### src/rtl/rvfi_bus_fairness.sv
`default_nettype none
// +------------------------------------------------------------------------+
// | Module   : rvfi_bus_fairness                                           |
// | Purpose  : Per-channel cmd/rsp latency and outstanding-read monitor    |
// |            producing a single bounded-latency `fair` qualifier.        |
// |            Optional macro RVFI_FAIRNESS_ASSUME_EN emits restrict(fair).|
// | Revision : 1.0 - initial release                                       |
// +------------------------------------------------------------------------+
module rvfi_bus_fairness #(
  parameter int CHANNELS        = 2,
  parameter int CNT_W           = 3,
  parameter int MAX_CMD_WAIT    = 4,
  parameter int MAX_RSP_WAIT    = 4,
  parameter int MAX_OUTSTANDING = 1,
  parameter int OUT_W           = 2
) (
  input  logic                      clock,
  input  logic                      reset,
  input  logic [CHANNELS-1:0]       cmd_valid,
  input  logic [CHANNELS-1:0]       cmd_ready,
  input  logic [CHANNELS-1:0]       cmd_wr,
  input  logic [CHANNELS-1:0]       rsp_valid,
  input  logic                      trap,
  output logic                      fair,
  output logic [CHANNELS-1:0]       cmd_stall_err,
  output logic [CHANNELS-1:0]       rsp_stall_err,
  output logic [CHANNELS-1:0]       proto_err,
  output logic [CHANNELS*OUT_W-1:0] outstanding
);

  localparam logic [CNT_W-1:0] c_CNT_MAX = '1;
  localparam logic [CNT_W-1:0] c_CMD_LIM = CNT_W'(MAX_CMD_WAIT);
  localparam logic [CNT_W-1:0] c_RSP_LIM = CNT_W'(MAX_RSP_WAIT);
  localparam logic [OUT_W-1:0] c_OUT_MAX = OUT_W'(MAX_OUTSTANDING);

  for (genvar g = 0; g < CHANNELS; g++) begin : g_chan
    logic [CNT_W-1:0] r_cmd_cnt;
    logic [CNT_W-1:0] r_rsp_cnt;
    logic [OUT_W-1:0] r_out;
    logic             r_proto;
    logic             w_stall;
    logic             w_rd_acc;
    logic             w_rsp;
    logic             w_rsp_wait;

    assign w_stall    = cmd_valid[g] & ~cmd_ready[g];
    assign w_rd_acc   = cmd_valid[g] & cmd_ready[g] & ~cmd_wr[g];
    assign w_rsp      = rsp_valid[g];
    assign w_rsp_wait = (r_out != '0) & ~w_rsp;

    always_ff @(posedge clock) begin
      if (reset) begin
        r_cmd_cnt <= '0;
        r_rsp_cnt <= '0;
        r_out     <= '0;
        r_proto   <= 1'b0;
      end else begin
        if (w_stall)
          r_cmd_cnt <= (r_cmd_cnt == c_CNT_MAX) ? r_cmd_cnt : r_cmd_cnt + 1'b1;
        else
          r_cmd_cnt <= '0;

        if (w_rsp_wait)
          r_rsp_cnt <= (r_rsp_cnt == c_CNT_MAX) ? r_rsp_cnt : r_rsp_cnt + 1'b1;
        else
          r_rsp_cnt <= '0;

        // A simultaneous accept and response cancel; errors hold the count
        // at its bound instead of wrapping.
        case ({w_rd_acc, w_rsp})
          2'b10: begin
            if (r_out == c_OUT_MAX) r_proto <= 1'b1;
            else                    r_out   <= r_out + 1'b1;
          end
          2'b01: begin
            if (r_out == '0) r_proto <= 1'b1;
            else             r_out   <= r_out - 1'b1;
          end
          default: ;
        endcase
      end
    end

    assign cmd_stall_err[g]              = (r_cmd_cnt >= c_CMD_LIM);
    assign rsp_stall_err[g]              = (r_rsp_cnt >= c_RSP_LIM);
    assign proto_err[g]                  = r_proto;
    assign outstanding[g*OUT_W +: OUT_W] = r_out;
  end

  assign fair = reset ? 1'b1
                      : (~trap & ~|cmd_stall_err & ~|rsp_stall_err & ~|proto_err);

`ifdef RVFI_FAIRNESS_ASSUME_EN
  always @(posedge clock) begin
    if (!reset) restrict property (fair);
  end
`else
  // fair is exported only; the wrapper decides how to constrain with it.
`endif

endmodule
`default_nettype wire
### config.mk
export PLATFORM = sky130hd
export DESIGN_NAME = rvfi_bus_fairness
export DESIGN_NICKNAME = d
export VERILOG_FILES = /design/src/rtl/rvfi_bus_fairness.sv
export SDC_FILE = /design/constraint.sdc
export NUM_CORES = 1
export LEC_CHECK = 0
export CORE_ASPECT_RATIO = 0.75
export CORE_MARGIN = 2
export CORE_UTILIZATION = 45
export DETAILED_ROUTE_END_ITERATION = 8
export GPL_TIMING_DRIVEN = 0
export PLACE_DENSITY = 0.82
export SETUP_SLACK_MARGIN = 0.1
export SYNTH_ARGS = -nofsm -noshare
export SYNTH_HDL_FRONTEND = slang
export SYNTH_SLANG_ARGS = --single-unit
### constraint.sdc
create_clock -name clock -period 3.63 [get_ports clock]
set_input_delay 0.726 -clock clock [delete_from_list [all_inputs] [get_ports clock]]
set_output_delay 0.726 -clock clock [all_outputs]
set_load 0.03 [all_outputs]
==> flow_summary.yaml <==
yosys:
  netlist-cell-type-count: 20
  syn_avg_cell_area_um2: 9.009
  synth_area_leaders: "dfxtp_1 32%, ha_1 24%, mux2i_1 7.1%"
  syn_area_um2: 1126
  ys_ff_latch: 18
  yosys_warnings: 0
  ys_seq_area_share_pct: 32.00
  synthesis.nets: 158
  synth_cells: 125
  synth_top_area_cell: "dfxtp_1"
  yosysTopAreaCellShare_pct: 32.00
clock_network:
  hold_buffers: 0
  cts_buffers: 3
  cts_tree: "yes"
  clockRootBuffer: "clkbuf_4"
  postCtsResizedCells: 0
  cts.clk_slew.worst_paths_ns: 0.10
  post_cts_buffers: 0
  cts.path.max_buffers: 2
  cts_num_sinks: 18
  insertion_delay_ns: 0.29
  h-tree-depth: 1
finish:
  final_cell_mix: "22 x ha_1, 21 x inv_1, 21 x clkdlybuf4s50_1"
  layout-area-overhead-vs-synth_pct: 24.44
  postLayoutCellArea_um2: 1401
  num_antenna_cells: 0
  layout.cells.non_filler: 183
  layout.nets: 184
  final_common_cell: "ha_1"
  drive_above_1_share_pct: 7.383
critical_path:
  critPathRequiredTime_ns: 2.90
  start_kind: "input pin"
  r2r_cells: 5
  reg2reg_to: "g_chan[0].r_out[0]$_SDFFE_PP0P_"
  worst-setup-path-type: "in2out"
  arrival_ns: 2.55
  r2r_setup_slack_ns: 1.96
  crit_path_end_kind: "output pin"
  path_max_fanout: 1
  reg2reg_from: "g_chan[0].r_out[0]$_SDFFE_PP0P_"
floorplanning:
  initial_core_util_pct: 48.39
  num_rows: 15
  dieWidth_um: 61.76
  core_um2: 2327
  die_area_um2: 2922
  die_height_um: 47.32
  boundaryPins: 22
timing:
  fin_crit_ns: 3.272
  rsz0062_at_grt: "false"
  max_freq_mhz: 305.6
  hold_ws_ns: 0.5037
  skew_ns: 0.006381
  period_share_pct: 90.13
  setup_tns_ns: 0
  setup_viol_count_final: 0
  slew-limit-headroom_pct: 78.87
  maxSlewViolCount: 0
  hold_viol: 0
  worstMarginPinSlew_ns: 0.3159
min_path:
  holdPathEnd: "g_chan[0].r_proto$_SDFFE_PP0P_"
  hold_path_depth: 1
  min_path_type: "reg2reg"
  min_from: "g_chan[0].r_proto$_SDFFE_PP0P_"
run:
  max-cap-violations: 0
grt:
  grt_overflow: 0
  met3_usage_pct: 4.959
  grt_use_total_pct: 15.29
  use_met1_pct: 16.72
  grt_pass1_vias: 826
  busiest_layer: "met2"
  use_met2_pct: 28.84
  antenna_found_initial: 0
  grt_max_degree: 10
  grt_pass1_wl_um: 3180
power_and_ir_drop:
  p_leak_uw: 0.0006430
  irDropWorstVdd_uv: 223.5
  powerDensity_nw_per_um2: 306.0
placement:
  portBuffers: 21
  dp.cells: 180
  dp_hpwl_um: 1637
  gp_congestion: 0.7772
  place_area_um2: 1379
routing:
  drt-initial-drc-count: 18
  via_per_inst: 4.721
  antenna_left: 0
  drcViolationCount: 0
  finalWirelength_um: 1957
  dr_total_vias: 864
  detail_route.wl_per_cell_um: 10.69
  drt_pre_antenna_iters: 4
status:
  status: "completed"
==> synth_stat cells <==
| library cell | number |
|---|---|
| ha_1 | 22 |
| inv_1 | 21 |
| dfxtp_1 | 18 |
| nor2_1 | 16 |
| mux2i_1 | 8 |
| xor2_1 | 6 |
| clkbuf_1 | 4 |
| nand2_1 | 4 |
| o21ai_0 | 4 |
| or4_1 | 3 |
| a21oi_1 | 2 |
| a221oi_1 | 2 |
| a22o_1 | 2 |
| and2b_2 | 2 |
| buf_4 | 2 |
| nand3_1 | 2 |
| o21a_1 | 2 |
| o311a_2 | 2 |
| or2_2 | 2 |
| o41ai_1 | 1 |
==> sequential cells by signal, summed over array words and instances (netlist names) <==
register          cells
g_chan.r_cmd_cnt      6
g_chan.r_rsp_cnt      6
g_chan.r_out          4
g_chan.r_proto        2
==> layout make-up <==
type | instances | area (µm²)
Multi-Input combinational cell | 80 | 656.9
Timing Repair Buffer | 21 | 210.2
Buffer | 6 | 30.03
Tap cell | 34 | 42.54
Sequential cell | 18 | 360.3
Clock buffer | 3 | 22.52
Fill cell | 236 | 925.9
Inverter | 21 | 78.83
==> worst max-delay path: stages <==
cell             delay (ns)
clkdlybuf4s50_1        0.39
or4_1                  0.43
o41ai_1                0.27
clkdlybuf4s50_1        0.73
==> worst max-delay path by stage <==
stage                end  slack [ns]  start  cells past startpoint
finish              fair        0.36   trap                      4
global route        fair        0.28   trap                      4
CTS                 fair        0.35   trap                      4
detailed placement  fair        0.35   trap                      4
global placement    fair        0.36   trap                      4
floorplan           fair        0.76   trap                      2
==> cell families (layout without fill, tap and decap cells) <==
| group | Yosys count | after routing | synth area share (%) |
|---|---|---|---|
| AOI/OAI and AO/OA | 15 | 15 | 9.889 |
| DFF | 18 | 18 | 32.00 |
| and+or+nand+nor | 29 | 29 | 12.22 |
| muxes | 8 | 8 | 7.111 |
| buffers and inverters | 27 | 51 | 9.666 |
| xor gates and xnor gates | 6 | 6 | 4.667 |
| adders and majority gates | 22 | 22 | 24.44 |
==> per-stage QoR <==
step / utilization (%) / setup slack, ns / power (µW)
floorplan: - / 0.7580 / 295.0
global placement: 59.25 / 0.3649 / 332.2
detailed placement: 59.25 / 0.3494 / 337.5
CTS: 60.22 / 0.3487 / 432.5
global route: 60.22 / 0.2770 / 454.1
finish: 60.22 / 0.3582 / 428.8
==> per-layer routing <==
metal / part of all wire [%] / vias up / routed length, µm
met5: 0 / - / 0
met4: 0.72 / 0 / 14
met3: 4.6 / 2 / 90
met2: 51 / 17 / 989
met1: 44 / 394 / 863
li1: - / 451 / -
==> power by group <==
part / internal, µW / switching (µW)
sequential: 208 / 8.15
combinational: 56.6 / 59.8
clock: 38.6 / 57.6
Power figures use the tool's default switching activity.
